File: src/rtl/m_cycle_sequencer_if.sv
// m_cycle_sequencer_if: control-unit <-> cycle sequencer signal bundle.
// Carries the microcode/interrupt inputs and the timing/IME outputs.
// The master modport is the sequencer's view; the slave modport is the
// consuming control unit's view.
interface m_cycle_sequencer_if #(
  parameter int unsigned MAX_MCYCLES = 8
);
  logic                   i_IR_Fetch;
  logic                   i_Halt_Req;
  logic                   i_EI_Req;
  logic                   i_EI_Now;
  logic                   i_DI_Req;
  logic [4:0]             i_IE;
  logic [4:0]             i_IF;
  logic [3:0]             o_Cycle_Step;
  logic [MAX_MCYCLES-1:0] o_Cycle_Count;
  logic                   o_IME;
  logic                   o_Halted;
  logic                   o_Int_Dispatch;
  logic [2:0]             o_Int_Vector;
  logic [4:0]             o_IF_Ack;
  logic                   o_Seq_Fault;

  modport master (
    input  i_IR_Fetch, i_Halt_Req, i_EI_Req, i_EI_Now, i_DI_Req, i_IE, i_IF,
    output o_Cycle_Step, o_Cycle_Count, o_IME, o_Halted, o_Int_Dispatch,
           o_Int_Vector, o_IF_Ack, o_Seq_Fault
  );

  modport slave (
    output i_IR_Fetch, i_Halt_Req, i_EI_Req, i_EI_Now, i_DI_Req, i_IE, i_IF,
    input  o_Cycle_Step, o_Cycle_Count, o_IME, o_Halted, o_Int_Dispatch,
           o_Int_Vector, o_IF_Ack, o_Seq_Fault
  );
endinterface

File: src/rtl/m_cycle_sequencer.sv
// m_cycle_sequencer: CPU timing master.
// Generates the one-hot T-state and M-cycle buses, restarts the M-cycle
// count at every instruction fetch boundary, and owns IME / EI delay /
// HALT and the interrupt dispatch sequence.
// Optional feature: define SEQ_STALL_EN to add the i_Stall freeze input.
module m_cycle_sequencer #(
  parameter int unsigned MAX_MCYCLES = 8,
  parameter int unsigned DISPATCH_MC = 5
) (
  input  logic                i_Clk,
  input  logic                i_Reset,
`ifdef SEQ_STALL_EN
  input  logic                i_Stall,
`endif
  m_cycle_sequencer_if.master seq
);

  typedef enum logic [1:0] {
    RUN      = 2'd0,
    HALT     = 2'd1,
    DISPATCH = 2'd2
  } state_t;

  localparam logic [MAX_MCYCLES-1:0] COUNT_ONE = MAX_MCYCLES'(1);
  localparam logic [3:0]             STEP_ONE  = 4'b0001;

  state_t                 state_q, state_d;
  logic [3:0]             step_q, step_d;
  logic [MAX_MCYCLES-1:0] count_q, count_d;
  logic                   ime_q, ime_d;
  logic                   ei_pend_q, ei_pend_d;
  logic [2:0]             vector_q, vector_d;
  logic                   fault_q, fault_d;

  logic                   freeze;
  logic [4:0]             pending;
  logic                   irq;
  logic                   t3;
  logic                   boundary;
  logic                   enter_dispatch;
  logic [4:0]             if_ack;

`ifdef SEQ_STALL_EN
  assign freeze = i_Stall;
`else
  assign freeze = 1'b0;
`endif

  // Index of the lowest set bit; bit 0 is the highest-priority source.
  function automatic logic [2:0] lowest_set(input logic [4:0] v);
    logic found;
    lowest_set = '0;
    found      = 1'b0;
    for (int unsigned i = 0; i < 5; i++) begin
      if (v[i] && !found) begin
        lowest_set = 3'(i);
        found      = 1'b1;
      end
    end
  endfunction

  assign pending  = seq.i_IE & seq.i_IF;
  assign irq      = |pending;
  assign t3       = step_q[3];
  assign boundary = (state_q == RUN) && t3 && seq.i_IR_Fetch;

  // State register and all sequencer-owned flags; reset wins over stall.
  always_ff @(posedge i_Clk) begin
    if (i_Reset) begin
      state_q   <= RUN;
      step_q    <= STEP_ONE;
      count_q   <= COUNT_ONE;
      ime_q     <= 1'b0;
      ei_pend_q <= 1'b0;
      vector_q  <= '0;
      fault_q   <= 1'b0;
    end else begin
      state_q   <= state_d;
      step_q    <= step_d;
      count_q   <= count_d;
      ime_q     <= ime_d;
      ei_pend_q <= ei_pend_d;
      vector_q  <= vector_d;
      fault_q   <= fault_d;
    end
  end

  // Next-state: T-state rotation, M-cycle counting, FSM and IME rules.
  always_comb begin
    state_d        = state_q;
    step_d         = {step_q[2:0], step_q[3]};
    count_d        = count_q;
    ime_d          = ime_q;
    ei_pend_d      = ei_pend_q;
    vector_d       = vector_q;
    fault_d        = fault_q;
    enter_dispatch = 1'b0;

    // The dispatch decision uses ime_q, i.e. IME as it was before this
    // boundary's own EI/DI update.
    case (state_q)
      RUN: begin
        if (t3) begin
          if (boundary) begin
            count_d = COUNT_ONE;
            if (ime_q && irq) begin
              state_d        = DISPATCH;
              enter_dispatch = 1'b1;
            end else if (seq.i_Halt_Req) begin
              state_d = HALT;
            end
          end else if (count_q[MAX_MCYCLES-1]) begin
            count_d = COUNT_ONE;
            fault_d = 1'b1;
          end else begin
            count_d = count_q << 1;
          end
        end
      end
      HALT: begin
        count_d = COUNT_ONE;
        if (t3 && irq) begin
          if (ime_q) begin
            state_d        = DISPATCH;
            enter_dispatch = 1'b1;
          end else begin
            state_d = RUN;
          end
        end
      end
      DISPATCH: begin
        if (t3) begin
          if (count_q[DISPATCH_MC-1]) begin
            state_d = RUN;
            count_d = COUNT_ONE;
          end else begin
            count_d = count_q << 1;
          end
        end
      end
      default: begin
        state_d = RUN;
        count_d = COUNT_ONE;
      end
    endcase

    // IME priority, lowest to highest: EI-pending promotion, EI capture,
    // EI_Now, DI at a boundary, dispatch entry.
    if (boundary) begin
      if (ei_pend_q) begin
        ime_d     = 1'b1;
        ei_pend_d = 1'b0;
      end
      if (seq.i_EI_Req) begin
        ei_pend_d = 1'b1;
      end
    end
    if (seq.i_EI_Now) begin
      ime_d = 1'b1;
    end
    if (boundary && seq.i_DI_Req) begin
      ime_d     = 1'b0;
      ei_pend_d = 1'b0;
    end
    if (enter_dispatch) begin
      ime_d    = 1'b0;
      vector_d = lowest_set(pending);
    end

    // A stall freezes every piece of sequencer state, T-state included.
    if (freeze) begin
      state_d   = state_q;
      step_d    = step_q;
      count_d   = count_q;
      ime_d     = ime_q;
      ei_pend_d = ei_pend_q;
      vector_d  = vector_q;
      fault_d   = fault_q;
    end
  end

  // IF acknowledge: one-clock pulse during T3 of dispatch M-cycle 3.
  always_comb begin
    if_ack = '0;
    if ((state_q == DISPATCH) && count_q[2] && t3 && !freeze) begin
      if_ack = 5'b00001 << vector_q;
    end
  end

  assign seq.o_Cycle_Step   = step_q;
  assign seq.o_Cycle_Count  = count_q;
  assign seq.o_IME          = ime_q;
  assign seq.o_Halted       = (state_q == HALT);
  assign seq.o_Int_Dispatch = (state_q == DISPATCH);
  assign seq.o_Int_Vector   = vector_q;
  assign seq.o_IF_Ack       = if_ack;
  assign seq.o_Seq_Fault    = fault_q;

endmodule

File: src/flat_wrapper.sv
// flat-port wrapper written by rule: the top's interface ports become plain ports
module m_cycle_sequencer_flat 
#(
  parameter int unsigned MAX_MCYCLES = 8,
  parameter int unsigned DISPATCH_MC = 5
)
  (i_Clk, i_Reset, seq_i_IR_Fetch, seq_i_Halt_Req, seq_i_EI_Req, seq_i_EI_Now, seq_i_DI_Req, seq_i_IE, seq_i_IF, seq_o_Cycle_Step, seq_o_Cycle_Count, seq_o_IME, seq_o_Halted, seq_o_Int_Dispatch, seq_o_Int_Vector, seq_o_IF_Ack, seq_o_Seq_Fault);
  m_cycle_sequencer_if #(.MAX_MCYCLES(MAX_MCYCLES)) seq_i ();
  input  logic i_Clk;
  input  logic i_Reset;
  input wire logic [$bits(seq_i.i_IR_Fetch)-1:0] seq_i_IR_Fetch;
  input wire logic [$bits(seq_i.i_Halt_Req)-1:0] seq_i_Halt_Req;
  input wire logic [$bits(seq_i.i_EI_Req)-1:0] seq_i_EI_Req;
  input wire logic [$bits(seq_i.i_EI_Now)-1:0] seq_i_EI_Now;
  input wire logic [$bits(seq_i.i_DI_Req)-1:0] seq_i_DI_Req;
  input wire logic [$bits(seq_i.i_IE)-1:0] seq_i_IE;
  input wire logic [$bits(seq_i.i_IF)-1:0] seq_i_IF;
  output wire logic [$bits(seq_i.o_Cycle_Step)-1:0] seq_o_Cycle_Step;
  output wire logic [$bits(seq_i.o_Cycle_Count)-1:0] seq_o_Cycle_Count;
  output wire logic [$bits(seq_i.o_IME)-1:0] seq_o_IME;
  output wire logic [$bits(seq_i.o_Halted)-1:0] seq_o_Halted;
  output wire logic [$bits(seq_i.o_Int_Dispatch)-1:0] seq_o_Int_Dispatch;
  output wire logic [$bits(seq_i.o_Int_Vector)-1:0] seq_o_Int_Vector;
  output wire logic [$bits(seq_i.o_IF_Ack)-1:0] seq_o_IF_Ack;
  output wire logic [$bits(seq_i.o_Seq_Fault)-1:0] seq_o_Seq_Fault;
  assign seq_i.i_IR_Fetch = seq_i_IR_Fetch;
  assign seq_i.i_Halt_Req = seq_i_Halt_Req;
  assign seq_i.i_EI_Req = seq_i_EI_Req;
  assign seq_i.i_EI_Now = seq_i_EI_Now;
  assign seq_i.i_DI_Req = seq_i_DI_Req;
  assign seq_i.i_IE = seq_i_IE;
  assign seq_i.i_IF = seq_i_IF;
  assign seq_o_Cycle_Step = seq_i.o_Cycle_Step;
  assign seq_o_Cycle_Count = seq_i.o_Cycle_Count;
  assign seq_o_IME = seq_i.o_IME;
  assign seq_o_Halted = seq_i.o_Halted;
  assign seq_o_Int_Dispatch = seq_i.o_Int_Dispatch;
  assign seq_o_Int_Vector = seq_i.o_Int_Vector;
  assign seq_o_IF_Ack = seq_i.o_IF_Ack;
  assign seq_o_Seq_Fault = seq_i.o_Seq_Fault;
  m_cycle_sequencer #(.MAX_MCYCLES(MAX_MCYCLES), .DISPATCH_MC(DISPATCH_MC)) u_core (.i_Clk(i_Clk), .i_Reset(i_Reset), .seq(seq_i));
endmodule
File: config.mk
export PLATFORM = sky130hd
export DESIGN_NAME = m_cycle_sequencer_flat
export DESIGN_NICKNAME = d
export VERILOG_FILES = /design/src/rtl/m_cycle_sequencer_if.sv /design/src/rtl/m_cycle_sequencer.sv /design/src/flat_wrapper.sv
export SDC_FILE = /design/constraint.sdc
export NUM_CORES = 1
export LEC_CHECK = 0
export CORE_MARGIN = 2
export CORE_UTILIZATION = 44
export CTS_CLUSTER_SIZE = 16
export DETAILED_ROUTE_END_ITERATION = 8
export PLACE_DENSITY = 0.83
export SLEW_MARGIN = 10
export SYNTH_ARGS = -nofsm -noshare
export SYNTH_HDL_FRONTEND = slang
export SYNTH_SLANG_ARGS = --single-unit
export TNS_END_PERCENT = 1
File: constraint.sdc
create_clock -name i_Clk -period 3.6 [get_ports i_Clk]
set_input_delay 0.36 -clock i_Clk [delete_from_list [all_inputs] [get_ports i_Clk]]
set_output_delay 0.36 -clock i_Clk [all_outputs]
set_load 0.05 [all_outputs]
==> run_results.csv <==
group,metric,value,unit
run,maxCapViolations,0,
placement,io_buffers,40,
setup_path,critPathCaptureType,"output pin",
placement,post-place-ws,1291,ps
cts,h-tree-depth,1,
yosys,synth_nets,119,
placement,finalWeightedCongestion,0.7162,
setup_path,r2r_cells,4,
setup_path,crit_start,"u_core.state_q[1]",
yosys,yosys_warnings,0,
yosys,syn_area,950.9,sq um
timing,tns,0,ps
setup_path,path_depth,3,
timing,fin_crit,2670,ps
drt,antenna_left,0,
yosys,async_flop_share,0,%
cts,clkSinkCount,20,
finish,multi_input_area,513.0,sq um
setup_path,worst-setup-path-type,"reg -> out",
yosys,synth_common_cells,"dfxtp_1 (20), nor2_1 (12), nand2_1 (8)",
global_routing,grt_start_max_net_pins,21,
yosys,synth-compound-area-share,24.34,%
finish,fillers,159,
cts,ctsResizeCount,0,
finish,final_cells,168,
placement,hpwl,1646,um
yosys,synth.most_common_cell,"dfxtp_1",
setup_path,critical-path-top-delay-family,"buffers and inverters",
finish,areaGrowthSynthToFinish,47.63,%
cts,clkLatencyLatePin,300,ps
timing,fin_crit_sh,74.17,%
timing,fmax,374.5,MHz
finish,seqCellArea,400.4,sq um
drt,vias,888,
finish,n_antenna_cell,0,
yosys,synth_xor_area_share,0,%
yosys,yosysSeqAreaShare,42.11,%
setup_path,critPathSlowestCell,"clkdlybuf4s50_1",
die,start_util,47.50,%
power,p_per_area,344.9,nW/um^2
setup_path,cp.arrival,2310,ps
cts,post_cts_buffers,0,
yosys,netlist_top_cells_area,"dfxtp_1 (42%), a22oi_1 (4.7%), nor2_1 (4.7%), nor2b_1 (3.9%), a21oi_1 (3.7%)",
drt,drc,0,
yosys,ys_ff_latch,20,
die,die_h,50.49,um
run_status,status,"finished, final reports clean",
yosys,synth.mux.area_fraction,0,%
finish,fin_util,70.13,%
finish,final_layout_size_suffix_gt1_share,9.929,%
timing,finalSetupViolCount,0,
global_routing,grt_pass1_vias,862,
timing,fin_skew,4.627,ps
yosys,synth.distinct_cells,35,
setup_path,reg2reg_from,"u_core.state_q[0]",
drt,viasPerCell,5.286,
finish,num-nets-final,159,
setup_path,crit_required,3240,ps
timing,rsz0062_at_grt,"false",
placement,dp_cells,164,
drt,first_iter_violations,18,
cts,cts.clk_slew.worst_paths,120,ps
yosys,yosysTopAreaCell,"dfxtp_1",
global_routing,overflow,0,
power,p_leak,0.4690,nW
setup_path,crit_fanout,10,
setup_path,r2r_slack,2020,ps
drt,wire_per_inst,13.27,um
die,core_region_area,2002,sq um
yosys,synth_fa_ha_area_share,0,%
yosys,synth-simple-area-share,29.61,%
die,ios,41,
setup_path,crit_chain,"nand4b_1 -> nor4b_1 -> clkdlybuf4s50_1",
drt,dr.pass1.iters,4,
setup_path,cp_num_buf_inv,1,
setup_path,crit_path_end,"seq_o_IF_Ack[1]",
global_routing,grt_pass1_wl,3891,um
power,vdd_drop_max,271.7,uV
min_path,hold_class,"reg -> reg",
die,dieArea,2549,sq um
setup_path,r2r-end,"u_core.seq.o_Int_Vector[1]",
timing,hold_ws,475.7,ps
die,die_width,50.49,um
timing,fin_ws,929.8,ps
yosys,synth_top_family_by_area,"simple AND/OR/NAND/NOR gates",
timing,worst_slew_pin_slew,702.5,ps
global_routing,track_usage,19.38,%
cts,cts_tree,"built",
setup_path,critPathLaunchType,"flip-flop",
timing,maxSlewViolCount,0,
drt,drt_wl_total,2229,um
yosys,syn_avg_cell_area,9.323,sq um
yosys,synthCells,102,
timing,hold_violations,0,
cts,cts.path.max_buffers,2,
cts,ctsHoldBuffers,0,
global_routing,antenna_found_initial,0,
cts,tritoncts.num_buffers,3,
die,core.rowCount,16,
cts,cts-root-buf,"clkbuf_4",
yosys,synth_ff_type,"dfxtp_1",
setup_path,cpPeakStageDelay,850,ps
yosys,synth_top_area_share,42.11,%
timing,relSlewSlack,53.02,%
yosys,synth_edf_count,0,
metal layers:
layer,share of wire [%],track usage [%],wire (um)
met3,4.8,3.869,108
met5,0,0,0
met2,49,33.33,1088
met4,0.36,4.955,8
met1,46,24.77,1024
worst min-delay path by stage:
stage	start	to	depth (start not counted)
6_report	u_core.seq.o_Cycle_Step[2]	u_core.seq.o_Cycle_Step[3]	1
5_1_grt	u_core.seq.o_Cycle_Step[0]	u_core.seq.o_Cycle_Step[1]	1
4_1_cts	u_core.seq.o_Cycle_Count[5]	u_core.seq.o_Cycle_Count[5]	2
3_5_place_dp	u_core.seq.o_Cycle_Count[5]	u_core.seq.o_Cycle_Count[5]	2
3_3_place_gp	u_core.seq.o_Cycle_Step[2]	u_core.seq.o_Cycle_Step[3]	1
2_1_floorplan	i_Reset	u_core.seq.o_IME	1
registers in the layout (all words and copies together), names as in the netlist:
register                  cells
u_core.seq.o_Int_Vector       3
u_core.seq.o_Seq_Fault        1
u_core.seq.o_Cycle_Step       4
u_core.ei_pend_q              1
u_core.state_q                2
u_core.seq.o_IME              1
u_core.seq.o_Cycle_Count      8
area by class of cell:
| type | count | area share (%) |
|---|---|---|
| multi-input combinational | 76 | 36.54 |
| sequential | 20 | 28.52 |
| timing repair buffer | 40 | 28.52 |
| tap | 27 | 2.406 |
| clock inverter | 1 | 2.139 |
| clock buffer | 3 | 1.604 |
| inverter | 1 | 0.2674 |
per-stage QoR:
stage / instance area (sq um) / power (mW)
2_1_floorplan: 950.9 / 0.2746
3_3_place_gp: 1351 / 0.3056
3_5_place_dp: 1351 / 0.3066
4_1_cts: 1404 / 0.4882
5_1_grt: 1404 / 0.5046
6_report: 1404 / 0.4842
cell usage in the layout (no fill, tap or decap), types with 2 or more instances in the layout:
cell	n
a22oi_2	2
clkdlybuf4s50_1	40
nand2b_1	5
dfxtp_1	20
clkbuf_4	3
nand3b_1	3
nor4b_1	2
nor4_1	2
a211oi_1	2
nand2_1	8
a21oi_1	7
a22oi_1	6
o21ai_0	2
a31oi_1	2
nor2b_1	6
nor2_1	12
and3_1	2
where the power goes:
group | internal [mW] | leakage (nW) | switching, mW
logic | 0.0332 | 0.279 | 0.0382
clock network | 0.112 | 0.0279 | 0.0695
registers | 0.226 | 0.163 | 0.00513
total | 0.371 | 0.469 | 0.113
logic make-up (layout without fill, tap and decap cells):
group           after synthesis  after routing
compound gates               28             28
buf+inv                       6             45
flops                        20             20
simple gates                 48             48
Note: power is estimated with default switching activity, not from simulation.
